==> src/rtl/gate_exerciser.sv <==
`default_nettype none
// ============================================================================
// Module      : gate_exerciser
// Description : Clocked stimulus/check sequencer for a two-input gate cell.
//               Drives vectors 00,01,10,11 for HOLD_CYCLES each, samples the
//               gate output at the end of each hold, compares it against
//               EXPECT_TT and reports error count, first failing vector and
//               pass/fail.
// Revision    : 1.0 - initial release
// ============================================================================
module gate_exerciser #(
    parameter int         HOLD_CYCLES = 5,        // 1..255
    parameter logic [3:0] EXPECT_TT   = 4'b1000   // indexed by {in1,in2}
) (
    input  logic       clk,
    input  logic       rst_n,
    input  logic       start,
    output logic       in1,
    output logic       in2,
    input  logic       dut_out,
    output logic       busy,
    output logic       done,
    output logic       pass,
    output logic [2:0] err_count,
    output logic [1:0] fail_vec
);

    localparam logic [1:0] c_st_idle   = 2'd0;
    localparam logic [1:0] c_st_run    = 2'd1;
    localparam logic [1:0] c_st_done   = 2'd2;
    localparam logic [7:0] c_hold_last = 8'(HOLD_CYCLES - 1);

    logic [1:0] r_state;
    logic [1:0] r_vec;
    logic [7:0] r_hold_cnt;
    logic       r_in1;
    logic       r_in2;
    logic       r_busy;
    logic       r_done;
    logic       r_pass;
    logic [2:0] r_err_count;
    logic [1:0] r_fail_vec;

    logic [1:0] w_state_nxt;
    logic [1:0] w_vec_nxt;
    logic [7:0] w_hold_nxt;
    logic       w_in1_nxt;
    logic       w_in2_nxt;
    logic       w_busy_nxt;
    logic       w_done_nxt;
    logic       w_pass_nxt;
    logic [2:0] w_err_nxt;
    logic [1:0] w_fail_nxt;

    logic       w_sample;
    logic       w_mismatch;

    // Last cycle of the current hold; the gate has settled on the held vector.
    assign w_sample   = (r_hold_cnt == c_hold_last);
    assign w_mismatch = (dut_out != EXPECT_TT[r_vec]);

    // State and all outputs are registered so the gate inputs only move on edges.
    always_ff @(posedge clk or negedge rst_n) begin
        if (!rst_n) begin
            r_state     <= c_st_idle;
            r_vec       <= 2'd0;
            r_hold_cnt  <= 8'd0;
            r_in1       <= 1'b0;
            r_in2       <= 1'b0;
            r_busy      <= 1'b0;
            r_done      <= 1'b0;
            r_pass      <= 1'b0;
            r_err_count <= 3'd0;
            r_fail_vec  <= 2'd0;
        end else begin
            r_state     <= w_state_nxt;
            r_vec       <= w_vec_nxt;
            r_hold_cnt  <= w_hold_nxt;
            r_in1       <= w_in1_nxt;
            r_in2       <= w_in2_nxt;
            r_busy      <= w_busy_nxt;
            r_done      <= w_done_nxt;
            r_pass      <= w_pass_nxt;
            r_err_count <= w_err_nxt;
            r_fail_vec  <= w_fail_nxt;
        end
    end

    // Next-state and next-output logic; gate inputs default to 0 outside RUN.
    always_comb begin
        w_state_nxt = r_state;
        w_vec_nxt   = r_vec;
        w_hold_nxt  = r_hold_cnt;
        w_in1_nxt   = 1'b0;
        w_in2_nxt   = 1'b0;
        w_busy_nxt  = 1'b0;
        w_done_nxt  = 1'b0;
        w_pass_nxt  = r_pass;
        w_err_nxt   = r_err_count;
        w_fail_nxt  = r_fail_vec;

        case (r_state)
            c_st_idle: begin
                if (start) begin
                    w_state_nxt = c_st_run;
                    w_vec_nxt   = 2'd0;
                    w_hold_nxt  = 8'd0;
                    w_err_nxt   = 3'd0;
                    w_fail_nxt  = 2'd0;
                    w_pass_nxt  = 1'b0;
                    w_busy_nxt  = 1'b1;
                end
            end

            c_st_run: begin
                w_busy_nxt = 1'b1;
                w_in1_nxt  = r_vec[1];
                w_in2_nxt  = r_vec[0];
                w_hold_nxt = r_hold_cnt + 8'd1;
                if (w_sample) begin
                    w_hold_nxt = 8'd0;
                    if (w_mismatch) begin
                        w_err_nxt = r_err_count + 3'd1;
                        // Only the first failing vector is recorded.
                        if (r_err_count == 3'd0) begin
                            w_fail_nxt = r_vec;
                        end
                    end
                    if (r_vec == 2'd3) begin
                        w_state_nxt = c_st_done;
                        w_busy_nxt  = 1'b0;
                        w_done_nxt  = 1'b1;
                        w_pass_nxt  = (w_err_nxt == 3'd0);
                        w_in1_nxt   = 1'b0;
                        w_in2_nxt   = 1'b0;
                    end else begin
                        w_vec_nxt = r_vec + 2'd1;
                        w_in1_nxt = w_vec_nxt[1];
                        w_in2_nxt = w_vec_nxt[0];
                    end
                end
            end

            c_st_done: begin
                // start is deliberately ignored here; the next run needs IDLE.
                w_state_nxt = c_st_idle;
            end

            default: begin
                w_state_nxt = c_st_idle;
            end
        endcase
    end

    assign in1       = r_in1;
    assign in2       = r_in2;
    assign busy      = r_busy;
    assign done      = r_done;
    assign pass      = r_pass;
    assign err_count = r_err_count;
    assign fail_vec  = r_fail_vec;

endmodule
`default_nettype wire

==> config.mk <==
export PLATFORM = sky130hd
export DESIGN_NAME = gate_exerciser
export DESIGN_NICKNAME = d
export VERILOG_FILES = /design/src/rtl/gate_exerciser.sv
export SDC_FILE = /design/constraint.sdc
export NUM_CORES = 1
export LEC_CHECK = 0
export BUFFER_PORTS_ARGS = -buffer_cell sky130_fd_sc_hd__buf_2
export CAP_MARGIN = 20
export CORE_AREA = 2 2 60 57
export CTS_BUF_LIST = sky130_fd_sc_hd__clkbuf_4 sky130_fd_sc_hd__clkbuf_8
export DETAILED_ROUTE_END_ITERATION = 6
export DIE_AREA = 0 0 62 59
export PLACE_DENSITY = 0.55
export SLEW_MARGIN = 15
export SYNTH_ARGS = -nofsm -noshare
export SYNTH_HDL_FRONTEND = slang
export SYNTH_SLANG_ARGS = --single-unit
==> constraint.sdc <==
create_clock -name clk -period 2.3 [get_ports clk]
set_input_delay 0.115 -clock clk [delete_from_list [all_inputs] [get_ports clk]]
set_output_delay 0.115 -clock clk [all_outputs]
set_load 0.03 [all_outputs]
==> results.md <==
* Worst slew pin tran at about 540 ps
* Inserted Clock Buffers at 3
* Leak at around 0.00063 uW
* Setup crit end kind: flip-flop
* Fmax at about 520 MHz
* Peak per-stage delay on the critical path at around 480 ps
* Crit path max fanout at 8
* Final hold viol count at 0
* Share of the synthesized area in the top cell type at roughly 47%
* Yosys cell types at 36
* Syn Area/Cell at ~9.6 um^2
* CTS HTree Levels at 1
* Clk_lat worst skew at between 300 and 400 ps
* Starting Density at between 30% and 40%
* Fin util at around 45%
* Tot GR Track Use at 14.7%
* Ant diodes at 0
* Compound-Gate Fraction of Synth Area at roughly 14%
* DRC at 0
* Area growth from synthesis to layout at 13.9%
* Buffers on Ports at 13
* Most common cell after layout, fill and taps aside: dfrtp_1
* CP startpoint kind: flip-flop
* EDFF count, synth at 0
* Routed Antenna Nets at 0
* Finish-stage setup viols at 0
* Routed WL at 2330 um
* Sequential share of the synthesized area at between 40% and 50%
* Commonest non-fill, non-tap cells in the layout: dfrtp_1 (22), nand2_1 (19), buf_2 (13), o21ai_0 (8)
* Global-route wire length before repair at around 3900 um
* CTS Sinks at 22
* Max Transition Viols Final at 0
* Via density at between 5 and 6
* Hold_buf cts at 1
* Minimum clock period at 1910 ps
* Placed cells at 172
* Synth warn at 0
* Non-Filler Instances at approximately 180
* Setup bufs post-CTS at 0
* Synth area leader: dfrtp_1
* Die height at 59 um
* Clk_skew at between 15 and 20 ps
* Main combinational cell family by area after synthesis: simple AND/OR/NAND/NOR gates
* Core Box Area at slightly below 0.003 mm^2
* IO Count at 14
* Routed via count at around 930
* GP Congestion at slightly below 0.8
* Post-Synth Adder-Cell Area at 5.37%
* Clk root buf: clkbuf_4
* Die Wd at 62 um
* Detailed router's first-iteration violation count at 30
* Simple-Gate Fraction of Synth Area at between 20% and 30%
* NumNets Final at around 150
* Largest net degree at the start of global routing at 23
* CTS tree: built
* Vias in the first global route at slightly above 800
* Clock slew at reported path FFs at 140 ps
* Tot Pwr at ~1700 uW
* WL/cell at roughly 13 um
* Period utilization at approximately 83%
* Hold crit path type: in -> reg
* Final HPWL DP at 1660 um
* Share of layout cells above drive strength 1 at 17.0%
* Rows at 19
* Top_reg_cell synth: dfrtp_1
* Post-Synth XOR/XNOR Area at between 2 and 2.5%
* Slew headroom at about 64%
* Grt ovf at 0
* Worst hold slack at 213 ps
* PwrDens at 1310 mW/mm^2
* FFs w/ async S/R, synth at between 90% and 100%
* Mapped cell area at 0.00116 mm^2
* Number of synthesized register bits at 22
* Unrepaired setup endpoints after global routing: no
* Top cells by area, synth: dfrtp_1 (47%), nand2_1 (6.1%), ha_1 (5.4%), a31oi_1 (3.8%), mux2i_1 (3.4%)
* Status: finished clean
* DR pass1 iterations at 4
* Syn nets at 130
* Worst path slowest cell: xor2_1
* Fraction of synthesized area in multiplexers at roughly 4.7%
* Critical setup path kind: reg -> reg
* CP arrival at approximately 2200 ps
* Clock Path Buffers at 2
* Syn Inst Count at between 100 and 150
* Critical Path RT at 2560 ps
* Die area at ~0.0037 mm^2
* Initial antenna violation count at 0
* Max Cap Viol at 0
* Max VDD drop at roughly 0.55 mV
* Post-CTS Resized at 0
* CP cell instances: ha_1 -> xor2_1 -> and4b_1 -> mux2i_1
* Setup TNS at 0 ps
per-stage QoR:
stage	setup slack (ps)	area, um^2
after global routing	225	1330
final	392	1330
after CTS	381	1330
after detailed placement	394	1260
after global placement	443	1260
after floorplan	450	1160
cells by family (layout without fill, tap and decap cells):
group	Yosys count	count (layout)
xor gates and xnor gates	3	3
muxes	5	5
buffers and inverters	10	24
adders and majority gates	5	5
AOI/OAI and AO/OA	28	28
and+or+nand+nor	48	48
DFF	22	22
power breakdown:
part | internal, uW | switching, uW | leakage, uW
logic | 296 | 452 | 0.000325
clock network | 176 | 127 | 0.0000279
registers | 525 | 165 | 0.000275
synth_stat cells (all sizes together), types with 2 or more instances:
master / n
ha: 5
o21ai: 8
a21oi: 7
a31oi: 7
nor3: 2
nor4: 2
o211ai: 2
clkbuf: 4
xor2: 2
nand2: 19
mux2i: 4
inv: 5
nor2: 6
and2: 2
nand3: 5
dfrtp: 22
worst paths after layout:
kind                                     from  slack, ps       endpoint  cells past startpoint
min in group asynchronous               rst_n        260    fail_vec[0]                      2
worst min register to register  r_hold_cnt[7]        540  r_hold_cnt[7]                      1
max in group asynchronous               rst_n       1680  r_hold_cnt[1]                      2
worst min-delay path                  dut_out        210   err_count[0]                      4
worst max register to register       r_vec[0]        390    fail_vec[0]                      4
worst max-delay path                 r_vec[0]        390    fail_vec[0]                      4
sequential cells by signal, summed over array words and instances, names as in the netlist:
signal	count
pass	1
r_vec	2
r_state	2
fail_vec	2
done	1
busy	1
in1	1
in2	1
err_count	3
r_hold_cnt	8
worst max-delay path: cells and delay by family (launching register included):
family	cells	cell delay, ps
and+or+nand+nor	1	360
adders and majority gates	1	340
xor gates and xnor gates	1	480
muxes	1	200
DFF	1	460
layer usage:
metal | wire (um) | vias up | global-route usage [%] | share of wire, %
met5 | 0 | - | 0 | 0
met4 | 40 | 0 | 6.38 | 1.7
met3 | 71 | 5 | 2.62 | 3.1
met2 | 1000 | 18 | 20.1 | 43
met1 | 1210 | 447 | 22.4 | 52
li1 | - | 458 | - | -
layout make-up:
cell class | instances | area [um^2]
clock buffer | 3 | 22.5
tap | 42 | 52.6
clock inverter | 1 | 30.0
fill | 296 | 1650
multi-input combinational | 89 | 569
inverter | 5 | 18.8
sequential | 22 | 551
timing repair buffer | 15 | 82.6
Power figures use the tool's default switching activity.
